File: src/rtl/bin_to_bcd_seq_if.sv
// Handshake and result bundle for the sequential 14-bit binary to 4-digit BCD converter.
interface bin_to_bcd_seq_if;
  logic        start;
  logic [13:0] bin;
  logic [15:0] bcd;
  logic        busy;
  logic        done;
  logic        ovf;

  modport master (
    output start,
    output bin,
    input  bcd,
    input  busy,
    input  done,
    input  ovf
  );

  modport slave (
    input  start,
    input  bin,
    output bcd,
    output busy,
    output done,
    output ovf
  );
endinterface

File: src/rtl/bin_to_bcd_seq.sv
// Sequential double-dabble converter: 14-bit binary to 4 packed BCD digits, one bit per cycle.
// Operands above 9999 skip the shift phase and report a saturated 9999 with ovf set.
module bin_to_bcd_seq (
  input logic             clk,
  input logic             Clr,
  bin_to_bcd_seq_if.slave bus
);

  localparam int unsigned BinW = 14;
  localparam int unsigned BcdW = 16;
  localparam int unsigned ShW  = BinW + BcdW;

  localparam logic [BinW-1:0] MaxIn    = 14'd9999;
  localparam logic [BcdW-1:0] SatValue = 16'h9999;
  localparam logic [3:0]      Steps    = 4'd14;

  typedef enum logic [1:0] {
    StIdle,
    StShift,
    StDone
  } state_e;

  state_e          state_q, state_d;
  logic [ShW-1:0]  sh_q, sh_d;
  logic [3:0]      cnt_q, cnt_d;
  logic [BcdW-1:0] bcd_q, bcd_d;
  logic            ovf_q, ovf_d;

  logic [BcdW-1:0] adj;
  logic [ShW-1:0]  stepped;
  logic            unused_adj_msb;

  // Add 3 to every digit >= 5 so the following shift carries correctly into the next digit.
  function automatic logic [BcdW-1:0] dabble_adj(input logic [BcdW-1:0] d);
    logic [BcdW-1:0] r;
    r = d;
    for (int i = 0; i < 4; i++) begin
      if (d[4*i +: 4] >= 4'd5) begin
        r[4*i +: 4] = d[4*i +: 4] + 4'd3;
      end
    end
    return r;
  endfunction

  always_comb begin
    adj     = dabble_adj(sh_q[ShW-1:BinW]);
    stepped = {adj[BcdW-2:0], sh_q[BinW-1:0], 1'b0};
  end

  // The digit MSB shifted out is always zero for operands <= 9999.
  assign unused_adj_msb = adj[BcdW-1];

  always_comb begin
    state_d = state_q;
    sh_d    = sh_q;
    cnt_d   = cnt_q;
    bcd_d   = bcd_q;
    ovf_d   = ovf_q;

    case (state_q)
      StIdle: begin
        if (bus.start) begin
          if (bus.bin > MaxIn) begin
            state_d = StDone;
            bcd_d   = SatValue;
            ovf_d   = 1'b1;
          end else begin
            state_d = StShift;
            sh_d    = {{BcdW{1'b0}}, bus.bin};
            cnt_d   = Steps;
          end
        end
      end

      StShift: begin
        sh_d  = stepped;
        cnt_d = cnt_q - 4'd1;
        // Results are latched on the edge entering DONE so they are valid alongside done.
        if (cnt_q == 4'd1) begin
          state_d = StDone;
          bcd_d   = stepped[ShW-1:BinW];
          ovf_d   = 1'b0;
        end
      end

      StDone: begin
        state_d = StIdle;
      end

      default: begin
        state_d = StIdle;
      end
    endcase
  end

  always_ff @(posedge clk or posedge Clr) begin
    if (Clr) begin
      state_q <= StIdle;
      sh_q    <= '0;
      cnt_q   <= '0;
      bcd_q   <= '0;
      ovf_q   <= 1'b0;
    end else begin
      state_q <= state_d;
      sh_q    <= sh_d;
      cnt_q   <= cnt_d;
      bcd_q   <= bcd_d;
      ovf_q   <= ovf_d;
    end
  end

  assign bus.bcd  = bcd_q;
  assign bus.ovf  = ovf_q;
  assign bus.busy = (state_q != StIdle);
  assign bus.done = (state_q == StDone);

`ifndef SYNTHESIS
  bcd_digits_valid: assert property (@(posedge clk) disable iff (Clr)
    (bcd_q[3:0] <= 4'd9) && (bcd_q[7:4] <= 4'd9) &&
    (bcd_q[11:8] <= 4'd9) && (bcd_q[15:12] <= 4'd9));

  done_single_cycle: assert property (@(posedge clk) disable iff (Clr)
    bus.done |=> !bus.done);
`endif

endmodule
File: src/flat_wrapper.sv
// flat-port wrapper written by rule: the top's interface ports become plain ports
module bin_to_bcd_seq_flat 
  (clk, Clr, bus_start, bus_bin, bus_bcd, bus_busy, bus_done, bus_ovf);
  bin_to_bcd_seq_if bus_i ();
  input logic clk;
  input logic Clr;
  input wire logic [$bits(bus_i.start)-1:0] bus_start;
  input wire logic [$bits(bus_i.bin)-1:0] bus_bin;
  output wire logic [$bits(bus_i.bcd)-1:0] bus_bcd;
  output wire logic [$bits(bus_i.busy)-1:0] bus_busy;
  output wire logic [$bits(bus_i.done)-1:0] bus_done;
  output wire logic [$bits(bus_i.ovf)-1:0] bus_ovf;
  assign bus_i.start = bus_start;
  assign bus_i.bin = bus_bin;
  assign bus_bcd = bus_i.bcd;
  assign bus_busy = bus_i.busy;
  assign bus_done = bus_i.done;
  assign bus_ovf = bus_i.ovf;
  bin_to_bcd_seq u_core (.clk(clk), .Clr(Clr), .bus(bus_i));
endmodule
File: config.mk
export PLATFORM = sky130hd
export DESIGN_NAME = bin_to_bcd_seq_flat
export DESIGN_NICKNAME = d
export VERILOG_FILES = /design/src/rtl/bin_to_bcd_seq_if.sv /design/src/rtl/bin_to_bcd_seq.sv /design/src/flat_wrapper.sv
export SDC_FILE = /design/constraint.sdc
export NUM_CORES = 1
export LEC_CHECK = 0
export ABC_AREA = 1
export CAP_MARGIN = 20
export CORE_MARGIN = 4
export CORE_UTILIZATION = 40
export DETAILED_ROUTE_END_ITERATION = 10
export GPL_TIMING_DRIVEN = 0
export PLACE_DENSITY = 0.72
export REMOVE_ABC_BUFFERS = 1
export SLEW_MARGIN = 10
export SYNTH_ARGS = -nofsm -noshare
export SYNTH_HDL_FRONTEND = slang
export SYNTH_SLANG_ARGS = --single-unit
File: constraint.sdc
create_clock -name clk -period 2.91 [get_ports clk]
set_input_delay 0.582 -clock clk [delete_from_list [all_inputs] [get_ports clk]]
set_output_delay 0.582 -clock clk [all_outputs]
set_load 0.05 [all_outputs]
* Word-level counts from Yosys, hierarchy flattened *
Cells that the tools add are included.

operators by class
  add/sub/neg operators = 5
  magnitude comparators = 5
  equality and inequality tests = 7
  multiplexer cells = 22
  reductions and logical operators = 6

operators by type and width
  cell                    number
  $mux W30                2
  $pmux W30 S2            1
  $mux W16                3
  $pmux W16 S2            1
  $mux W4                 5
  $ge A4 B3 Y1 const B    4
  $gt A14 B14 Y1 const B  1
  $add A4 B2 Y4 const B   3
  $pmux W4 S2             1
  $mux W2                 3
  $eq A4 B1 Y1 const B    1
  $ne A2 B1 Y1 const B    2
  $ne A2 B2 Y1 const B    2
  $pmux W2 S2             1
  $reduce_and A4 Y1       1
  $reduce_bool A2 Y1      2
  $sub A4 B1 Y4 const B   1
  $add A3 B2 Y3 const B   1
  $mux W1                 3
  $mux W3                 1
  $reduce_and A3 Y1       1
  $eq A2 B1 Y1 const B    1
  $eq A2 B2 Y1 const B    1
  $logic_not A2 Y1        1
  other kinds (2)         2

word-level totals
  bits in registers = 53

* Logic depth before layout (Yosys ltp) *
Gate-level depths: netlist (run 1).

  depth in word-level cells = 4
  gate-level depth with buffers = 10
  depth with buffers taken out = 10

* Least setup slack after synthesis (run 1) *
OpenSTA, ideal clock, no wires.

  kind = register to output
  from = register u_core.state_q[1]
  to = output port bus_done
  data arrival time = 1,064 ps
  data required time = 2,328 ps
  slack = 1,264 ps
  stages on the path, launching flop included = 3
  cells stage by stage = dfrtp_1 inv_1 nor2_1

between the ends
  cells in the longest elaborated chain, start to end = 1

RTL lines
  item                    line                   source
  from (decl)             bin_to_bcd_seq.sv:23   state_e state_q, state_d;
  from (signal assigned)  bin_to_bcd_seq.sv:98   state_q <= StIdle;
  from (signal assigned)  bin_to_bcd_seq.sv:104  state_q <= state_d;
  $eq A2 B2 Y1            bin_to_bcd_seq.sv:115  assign bus.done = (state_q == StDone);
  to (decl)               flat_wrapper.sv:11     output wire logic [$bits(bus_i.done)-1:0] bus_done;

Every way passes these cells.

* Worst setup path in the final report (run 1) *
  from = input port bus_bin[9]
  to = register u_core.sh_q[4]

between the ends
  cells in the longest elaborated chain, start to end = 3

RTL lines
  item                         line                   source
  from (decl)                  flat_wrapper.sv:8      input wire logic [$bits(bus_i.bin)-1:0] bus_bin;
  $gt A14 B14 Y1               bin_to_bcd_seq.sv:63   if (bus.bin > MaxIn) begin
  $ne A2 B2 Y1 (no line)       n/a
  $reduce_and A3 Y1 (no line)  n/a
  to (signal assigned)         bin_to_bcd_seq.sv:99   sh_q <= '0;
  to (signal assigned)         bin_to_bcd_seq.sv:105  sh_q <= sh_d;
  to (decl)                    bin_to_bcd_seq.sv:24   logic [ShW-1:0] sh_q, sh_d;

Every way passes these cells.
A chain may end at the register's enable or synchronous reset.

==> results by group, run 1 <==
STA
  • Setup TNS: 0 ns
  • Worst Skew: 0.004174 ns
  • Worst slew pin tran: 0.7280 ns
  • Slew Viols, Final: 0
  • Hold Vio Cnt, Final: 0
  • Crit path time final: 2.311 ns
  • WHS: 0.4758 ns
  • Rel. slew slack: 51.40%
  • # setup viols final: 0
  • RSZ-0062 raised after global routing: false
  • Final worst-path cycle share: 79.41%
  • Fmax: 432.7 MHz

Route
  • DR pass1 iterations: 5
  • DR WL/cell: 10.89 um
  • Routed via count: 2518
  • Detail Route Antenna Nets: 0
  • Detailed Route Iter0 Violations: 127
  • Drt drc: 0
  • Wirelength, routed: 5.871 mm
  • Via density: 4.672

Setup path
  • CP Class: input pin to register
  • CP Max Fanout: 34
  • Worst Path Required: 3.16 ns
  • Critical path's largest stage delay: 0.66 ns
  • Slowest CP cell: nand2_2
  • Crit-path most repeated cell: nand2_1
  • Crit path cell chain: clkdlybuf4s50_1 > nand2_1 > nor2_1 > nand2_1 > nand2_1 > nand3_2 > nand2_2 > nand2_1 > nand2_1
  • Critical Path Source Type: input pin
  • Setup crit end kind: register
  • Critical Path AT: 2.56 ns

Die
  • Die height: 93.52 um
  • Die Width: 93.52 um
  • Initial Utilization: 42.13%
  • # rows: 30
  • Core area: 6944 um^2
  • Die area: 8745 um^2
  • I/O pin count: 36

Yosys
  • Commonest cells post-synth: 188 x nand2_1, 53 x dfrtp_1, 48 x nand3_1
  • Cell variety after synth: 24
  • Top cell type's share of synthesized area: 45.34%
  • Post-synth EDFFs: 0
  • Leading post-synthesis cells by cell area: dfrtp_1 45%, nand2_1 24%, nand3_1 8.2%
  • Syn Area/Cell: 7.100 um^2
  • Synth Warn #: 0
  • Synthesized cell area: 2925 um^2
  • Prevailing post-synth register cell: dfrtp_1
  • Sequential share of the synthesized area: 45.34%
  • Yosys top cell by area: dfrtp_1
  • Post-synth ARST share: 100.0%
  • Synth Register Bits: 53
  • Most numerous cell in the Yosys netlist: nand2_1
  • Syn Inst Count: 412

Layout
  • Layout cells sized above 1: 4.966%
  • Non-filler cells in the finished layout: 539
  • Area delta synth->final: 17.37%
  • Antenna diodes: 0
  • Nets: 469
  • Fin util: 49.44%

Place
  • IO buf count: 35
  • Placed cells: 531
  • DP HPWL: 4.004 mm
  • Final Wtd Congestion: 0.8162

Pwr
  • Clk network pwr share: 11.5%
  • P per Cell Area: 1031 nW/um^2
  • Net Sw Frac: 49.46%
  • P_sw: 1.750 mW
  • Comb pwr share: 54.6%
  • Internal: 1.788 mW
  • Worst vdd ir: 0.3559 mV
  • Total chip power: 3.538 mW
  • Leak pwr: 1.858 nW
  • Sequential share of power: 33.9%

Outcome
  • Status: completed

Global routing
  • Initial antenna violation count: 0
  • Global route overflow: 0
  • Vias in the first global route: 2412
  • Busiest grt layer: met2
  • Met2 Usage GRT: 25.67%
  • Total global-route track usage: 14.80%
  • Global-route wire length before repair: 10.60 mm
  • Largest net degree at the start of global routing: 43
  • M1 GR Usage: 18.45%
  • Met3 Track Usage GR: 3.298%

CTS
  • Root Driver: clkbuf_8
  • CTS clk-pin slew, worst paths: 0.09 ns
  • H-tree depth: 2
  • Clock Path Buffers: 2
  • Sink Count: 53
  • Post-CTS setup buffers: 0
  • Clk Latency, worst-skew pair: 0.30 ns
  • TritonCTS clock tree: built
  • TritonCTS Buffers: 5
  • Post-cts sizing count: 0
  • Hold Buf Count CTS: 0

Flow run
  • Max-Cap Viols: 0

Hold path
  • Worst Hold Class: register to register
worst paths after layout:
kind | startpoint | to | slack, ns | depth (start not counted)
worst max register to register | u_core.state_q[1] | u_core.bus.bcd[11] | 0.65 | 7
worst min register to register | u_core.bus.bcd[7] | u_core.bus.bcd[7] | 0.48 | 2
worst max-delay path | bus_bin[9] | u_core.sh_q[4] | 0.60 | 9
worst min-delay path | u_core.bus.bcd[7] | u_core.bus.bcd[7] | 0.48 | 2
max in group asynchronous | Clr | u_core.bus.bcd[1] | 1.79 | 3
min in group asynchronous | Clr | u_core.state_q[0] | 0.60 | 2
layout by cell type, fill, tap and decap left out:
cell type / count
nand2_1: 188
dfrtp_1: 53
nand3_1: 48
inv_1: 39
clkdlybuf4s50_1: 35
nor2_1: 27
ha_1: 10
o21ai_0: 9
nand4_1: 7
clkbuf_8: 5
nand2_2: 4
inv_2: 4
and2_1: 2
clkinv_2: 2
nor2_2: 1
nand3_2: 1
a21oi_4: 1
nand2_4: 1
o21bai_1: 1
a21oi_1: 1
or2_2: 1
nand3b_1: 1
clkinvlp_4: 1
buf_12: 1
power groups by stage:
stage | clock, mW | combinational [mW] | sequential [mW]
final | 0.408 | 1.93 | 1.20
after global routing | 0.463 | 2.19 | 1.24
after CTS | 0.430 | 1.95 | 1.20
after detailed placement | 0 | 1.95 | 1.21
after global placement | 0 | 1.90 | 1.20
after floorplan | 0 | 1.13 | 1.47
critical path, delay by kind of cell:
kind                   cells  cell delay, ns
buffers and inverters      1            0.48
AND/OR/NAND/NOR            8            1.49
area by class of cell:
type,instances,area [um^2]
clock buffers,5,68.82
inverters,43,161.4
well taps,96,120.1
repair buffers,36,370.4
flip-flops and latches,53,1326
clock inverters,3,17.52
fillers,676,3511
multi-input cells,303,1369
per-stage QoR:
step / instance area [um^2] / setup slack (ns)
after floorplan: 2856 / 1.042
after global placement: 3327 / -0.008223
after detailed placement: 3347 / 0.2911
after CTS: 3433 / 0.5974
after global routing: 3433 / 0.4168
final: 3433 / 0.5990
registers in the layout (all words and copies together), names as in the netlist:
name and flops:
u_core.cnt_q 4, u_core.bus.ovf 1, u_core.sh_q 30, u_core.state_q 2
u_core.bus.bcd 16
routing by layer:
layer	vias to the layer above	routed length [um]
li1	1330	-
met1	1135	2744
met2	51	2820
met3	2	285
met4	0	20
met5	-	0
kinds of logic after synthesis:
logic type                 count (synthesis)  share of synthesized area [%]
adders and majority gates                 10                          4.277
and+or+nand+nor                          281                          39.99
AOI/OAI and AO/OA                         12                          2.523
DFF                                       53                          45.34
buffers and inverters                     56                          7.870
(Power assumes the default switching activity.)
==> run 2: changes to the inputs <==
--- a/config.mk
+++ b/config.mk
@@ -11,7 +11,7 @@
 export CORE_UTILIZATION = 40
 export DETAILED_ROUTE_END_ITERATION = 10
 export GPL_TIMING_DRIVEN = 0
-export PLACE_DENSITY = 0.72
+export PLACE_DENSITY = 0.74
 export REMOVE_ABC_BUFFERS = 1
 export SLEW_MARGIN = 10
 export SYNTH_ARGS = -nofsm -noshare
==> constraint.sdc (replaced) <==
create_clock -name clk -period 2 [get_ports clk]
set_input_delay 0.4 -clock clk [delete_from_list [all_inputs] [get_ports clk]]
set_output_delay 0.4 -clock clk [all_outputs]
set_load 0.05 [all_outputs]
==> run 2 against run 1 <==
Against the previous run: register-to-register slack got worse by 0.46 ns; non-clock buffer count increased by 3; global-route usage decreased by 0.21 points; clock skew increased by 0.00070 ns; core utilization increased by 0.63 points; combinational power increased by 50%; design area increased by 1.3%; power increased by 48%; critical path depth decreased by 8; via count increased by 3.4%; sequential share of layout area decreased by 0.49 points; highest routed layer unchanged.
==> results by group, run 2 (synthesis gave the netlist of run 1 again) <==
Outcome
  • Status: completed

STA
  • Fmax: 528.8 MHz
  • Rel. slew slack: 62.79%
  • Worst Skew: 0.004874 ns
  • # setup viols final: 0
  • Hold Vio Cnt, Final: 0
  • Setup TNS: 0 ns
  • Final worst-path cycle share: 94.55%
  • Worst slew pin tran: 0.5573 ns
  • Slew Viols, Final: 0
  • Crit path time final: 1.891 ns
  • RSZ-0062 raised after global routing: false
  • Min setup slack post-route: 0.1090 ns

Die
  • Die area: 8745 um^2
  • Die height: 93.52 um
  • I/O pin count: 36
  • Initial Utilization: 42.13%
  • # rows: 30
  • Die Width: 93.52 um
  • Core area: 6944 um^2

Layout
  • Largest register FFs: 30
  • Nets: 472
  • Filler cell count: 694
  • Final non-filler cell area: 3477 um^2
  • Most flops, register: u_core.sh_q
  • Layout cells sized above 1: 5.605%
  • Most common cell after layout, fill and taps aside: nand2_1
  • Antenna diodes: 0
  • Area delta synth->final: 18.86%
  • Highest-count cells in the layout ignoring fill and taps: 188 x nand2_1, 53 x dfrtp_1, 48 x nand3_1
  • Fin util: 50.07%

Setup path
  • Critical Path Source Type: register
  • Setup crit end kind: output port
  • Slowest CP cell: clkdlybuf4s50_1
  • Worst Path Required: 1.60 ns
  • Critical path's largest stage delay: 0.81 ns
  • CP Class: register to output port
  • Critical path buffer and inverter count: 1
  • Critical Path AT: 1.49 ns
  • CP Max Fanout: 2
  • Delay-heaviest family, CP: buffers and inverters
  • Crit path cell chain: clkdlybuf4s50_1

CTS
  • Root Driver: clkbuf_8
  • TritonCTS clock tree: built
  • Clock Path Buffers: 2
  • H-tree depth: 2
  • Sink Count: 53
  • CTS clk-pin slew, worst paths: 0.10 ns
  • Clk Latency, worst-skew pair: 0.31 ns
  • TritonCTS Buffers: 5

Place
  • DP HPWL: 4.043 mm
  • Place WS: -0.4586 ns
  • Final Wtd Congestion: 0.7887
  • IO buf count: 35
  • Post-DP Area: 3347 um^2

Route
  • Drt drc: 0
  • DR pass1 iterations: 4
  • Detail Route Antenna Nets: 0
  • DR WL/cell: 11.09 um
  • Routed via count: 2604
  • Via density: 4.804
  • Detailed Route Iter0 Violations: 116
  • Wirelength, routed: 6.011 mm

Pwr
  • Worst vdd ir: 0.5516 mV
  • Leak pwr: 1.880 nW
  • P per Cell Area: 1510 nW/um^2

Flow run
  • Max-Cap Viols: 0

Global routing
  • Busiest grt layer: met2
  • Total global-route track usage: 14.59%
  • Met2 Usage GRT: 25.43%
  • Met3 Track Usage GR: 2.574%
  • Largest net degree at the start of global routing: 43
  • Global-route wire length before repair: 10.56 mm
  • M1 GR Usage: 18.57%
  • Global route overflow: 0
  • Vias in the first global route: 2451
  • Initial antenna violation count: 0

Hold path
  • Worst Hold Class: input pin to asynchronous set/reset pin
## run 2: changes by cell type in the layout (fill, tap and decap cells not counted), sizes merged
cell	change
buf	+3
clkdlybuf4s50	-2
dlygate4sd2	+2
## run 2: metal layers
metal	routed length, um	vias up
met5	0	-
met4	83	0
met3	306	9
met2	2761	52
met1	2859	1203
li1	-	1340
## run 2: cell type report
type                    count  area, um^2  share of cell area [%]
clock inverters             3       17.52                  0.5038
inverters                  43       163.9                   4.714
flip-flops and latches     53        1326                   38.14
repair buffers             39       390.4                   11.23
clock buffers               5       68.82                   1.979
well taps                  96       120.1                   3.454
multi-input cells         303        1390                   39.98
## run 2: what timing repair did
action	4_1_cts	5_1_grt
gates resized for setup	4	2
setup buffers	3	0
hold buffers	0	0
endpoints found under the setup margin	54	34
pin swaps	1	0
## run 2: power breakdown
part	leakage (nW)	internal (mW)	switching (mW)
Combinational	1.15	0.922	1.97
Sequential	0.683	1.49	0.256
Clock	0.0439	0.243	0.365
Total	1.88	2.65	2.60
## run 2: through the flow
stage	hold WS [ns]	cells	total power, mW
floorplan	0.4419	399	3.786
global placement	0.4537	530	4.513
detailed placement	0.4575	531	4.594
CTS	0.4816	542	5.264
global route	0.4933	542	5.721
finish	0.4631	542	5.249
## run 2: final timing paths
path / slack [ns] / to / cells after the start / from
min in group clk: 0.47 / u_core.bus.bcd[6] / 2 / u_core.bus.bcd[6]
max in group asynchronous: 0.99 / u_core.sh_q[16] / 3 / Clr
worst max register to register: 0.19 / u_core.bus.ovf / 7 / u_core.state_q[1]
worst min-delay path: 0.46 / u_core.bus.bcd[0] / 2 / Clr
worst max-delay path: 0.11 / bus_bcd[5] / 1 / u_core.bus.bcd[5]
worst min register to register: 0.47 / u_core.bus.bcd[6] / 2 / u_core.bus.bcd[6]
==> run 3: changes to the inputs <==
--- a/config.mk
+++ b/config.mk
@@ -7,7 +7,7 @@
 export LEC_CHECK = 0
 export ABC_AREA = 1
 export CAP_MARGIN = 20
-export CORE_MARGIN = 4
+export CORE_MARGIN = 2
 export CORE_UTILIZATION = 40
 export DETAILED_ROUTE_END_ITERATION = 10
 export GPL_TIMING_DRIVEN = 0
==> run 3 against run 2 <==
Against the previous run: via count fell by 0.81%; core utilization fell by 1.4 points; power rose by 1.5%; first-iteration DRC count rose by 26%; sequential power barely moved; combinational power barely moved; hold slack got worse by 0.037 ns; largest cell class unchanged; largest power group unchanged; highest routed layer unchanged.
==> results by group, run 3 (synthesis gave the netlist of run 1 again) <==
Pwr
  • Leak pwr: 1.885 nW
  • Worst vdd ir: 0.6142 mV
  • P_sw: 2.569 mW
  • Sequential share of power: 32.8%
  • Net Sw Frac: 48.20%
  • Clk network pwr share: 13.2%
  • Internal: 2.761 mW
  • Comb pwr share: 54.0%
  • P per Cell Area: 1527 nW/um^2

STA
  • Slew Viols, Final: 0
  • Min setup slack post-route: 0.1145 ns
  • Crit path time final: 1.886 ns
  • # setup viols final: 0
  • Fmax: 530.4 MHz
  • Rel. slew slack: 66.92%
  • Hold Vio Cnt, Final: 0
  • Worst slew pin tran: 0.4946 ns
  • Setup TNS: 0 ns
  • RSZ-0062 raised after global routing: false
  • Final worst-path cycle share: 94.28%
  • Worst Skew: 0.009152 ns

Setup path
  • Worst r2r src: u_core.state_q[1]
  • Slowest CP cell: clkdlybuf4s50_1
  • Worst reg2reg path depth: 7
  • RR Endpoint: u_core.bus.ovf
  • Critical path buffer and inverter count: 1
  • Critical Path Source Type: register
  • Critical Path AT: 1.49 ns
  • R2R setup slack: 0.16 ns
  • Critical path's largest stage delay: 0.81 ns
  • CP Max Fanout: 2
  • Setup crit end kind: output port
  • Worst Path Required: 1.60 ns
  • CP Launch Point: u_core.bus.bcd[12]
  • CP Class: register to output port
  • Delay-heaviest family, CP: buffers and inverters
  • Crit path cell chain: clkdlybuf4s50_1

Global routing
  • Initial antenna violation count: 0
  • Global-route wire length before repair: 10.29 mm
  • Global route overflow: 0
  • Total global-route track usage: 16.15%
  • Largest net degree at the start of global routing: 43
  • Vias in the first global route: 2376

CTS
  • Clock Path Buffers: 2
  • TritonCTS clock tree: built
  • H-tree depth: 2
  • Clk Latency, worst-skew pair: 0.31 ns
  • TritonCTS Buffers: 5
  • Sink Count: 53
  • Hold Buf Count CTS: 0
  • CTS clk-pin slew, worst paths: 0.09 ns
  • Root Driver: clkbuf_8

Outcome
  • Status: completed

Layout
  • Most common cell after layout, fill and taps aside: nand2_1
  • Most flops, register: u_core.sh_q
  • Nets: 471
  • Area delta synth->final: 19.33%
  • Largest register FFs: 30
  • Antenna diodes: 0
  • Layout cells sized above 1: 5.180%
  • Highest-count cells in the layout ignoring fill and taps: 188 x nand2_1, 53 x dfrtp_1, 48 x nand3_1

Route
  • DR WL/cell: 11.01 um
  • Routed via count: 2583
  • DR pass1 iterations: 4
  • Detailed Route Iter0 Violations: 146
  • Drt drc: 0
  • Detail Route Antenna Nets: 0
  • Wirelength, routed: 5.980 mm
  • Via density: 4.757

Die
  • # rows: 31
  • Core area: 7176 um^2
  • Initial Utilization: 40.77%
  • Die area: 8013 um^2
  • I/O pin count: 36
  • Die height: 89.52 um
  • Die Width: 89.52 um

Place
  • DP HPWL: 4.006 mm
  • Final Wtd Congestion: 0.8613
  • IO buf count: 35
  • Place WS: -0.4733 ns

Flow run
  • Max-Cap Viols: 0

Hold path
  • Worst Hold Class: input pin to asynchronous set/reset pin
==> run 3: repair_timing <==
item,in CTS,in global routing
gates resized for setup,4,2
cloned,0,0
setup endpoints to repair,54,34
setup buffers,2,0
pin swaps,1,0
==> run 3: layout make-up <==
type / count / area, um^2
clock buffers: 5 / 68.82
inverters: 43 / 163.9
repair buffers: 38 / 382.9
well taps: 99 / 123.9
flip-flops and latches: 53 / 1326
multi-input cells: 303 / 1390
fillers: 743 / 3685
clock inverters: 2 / 35.03
==> run 3: power by group through the flow <==
stage	Combinational [mW]	Clock [mW]	Sequential, mW
finish	2.88	0.705	1.75
global route	3.25	0.764	1.80
CTS	2.87	0.730	1.75
detailed placement	2.83	0	1.77
global placement	2.76	0	1.75
floorplan	1.65	0	2.13
==> run 3: per-stage QoR <==
step	hold slack (ns)	utilization (%)	power [mW]	instances	cell area, um^2
floorplan	0.4419	-	3.786	399	2856
global placement	0.4524	46.42	4.510	533	3331
detailed placement	0.4579	46.70	4.595	534	3351
CTS	0.4443	48.42	5.352	543	3475
global route	0.4643	48.65	5.817	543	3491
finish	0.4265	48.65	5.329	543	3491
==> run 3: worst max-delay path by stage <==
| stage | to | slack, ns | depth (start not counted) |
|---|---|---|---|
| after floorplan | u_core.bus.bcd[0] | 0.31 | 1 |
| after global placement | u_core.sh_q[16] | -0.76 | 2 |
| after detailed placement | u_core.sh_q[15] | -0.47 | 9 |
| after CTS | u_core.sh_q[22] | 0.04 | 9 |
| after global routing | u_core.bus.bcd[0] | 0.02 | 10 |
| final | bus_bcd[12] | 0.11 | 1 |
==> run 3: layer usage <==
layer | routed length (um) | track usage, % | vias to the layer above
li1 | - | - | 1337
met1 | 2860 | 20.98 | 1181
met2 | 2785 | 27.34 | 55
met3 | 233 | 2.770 | 10
met4 | 100 | 5.292 | 0
met5 | 0 | 0 | -
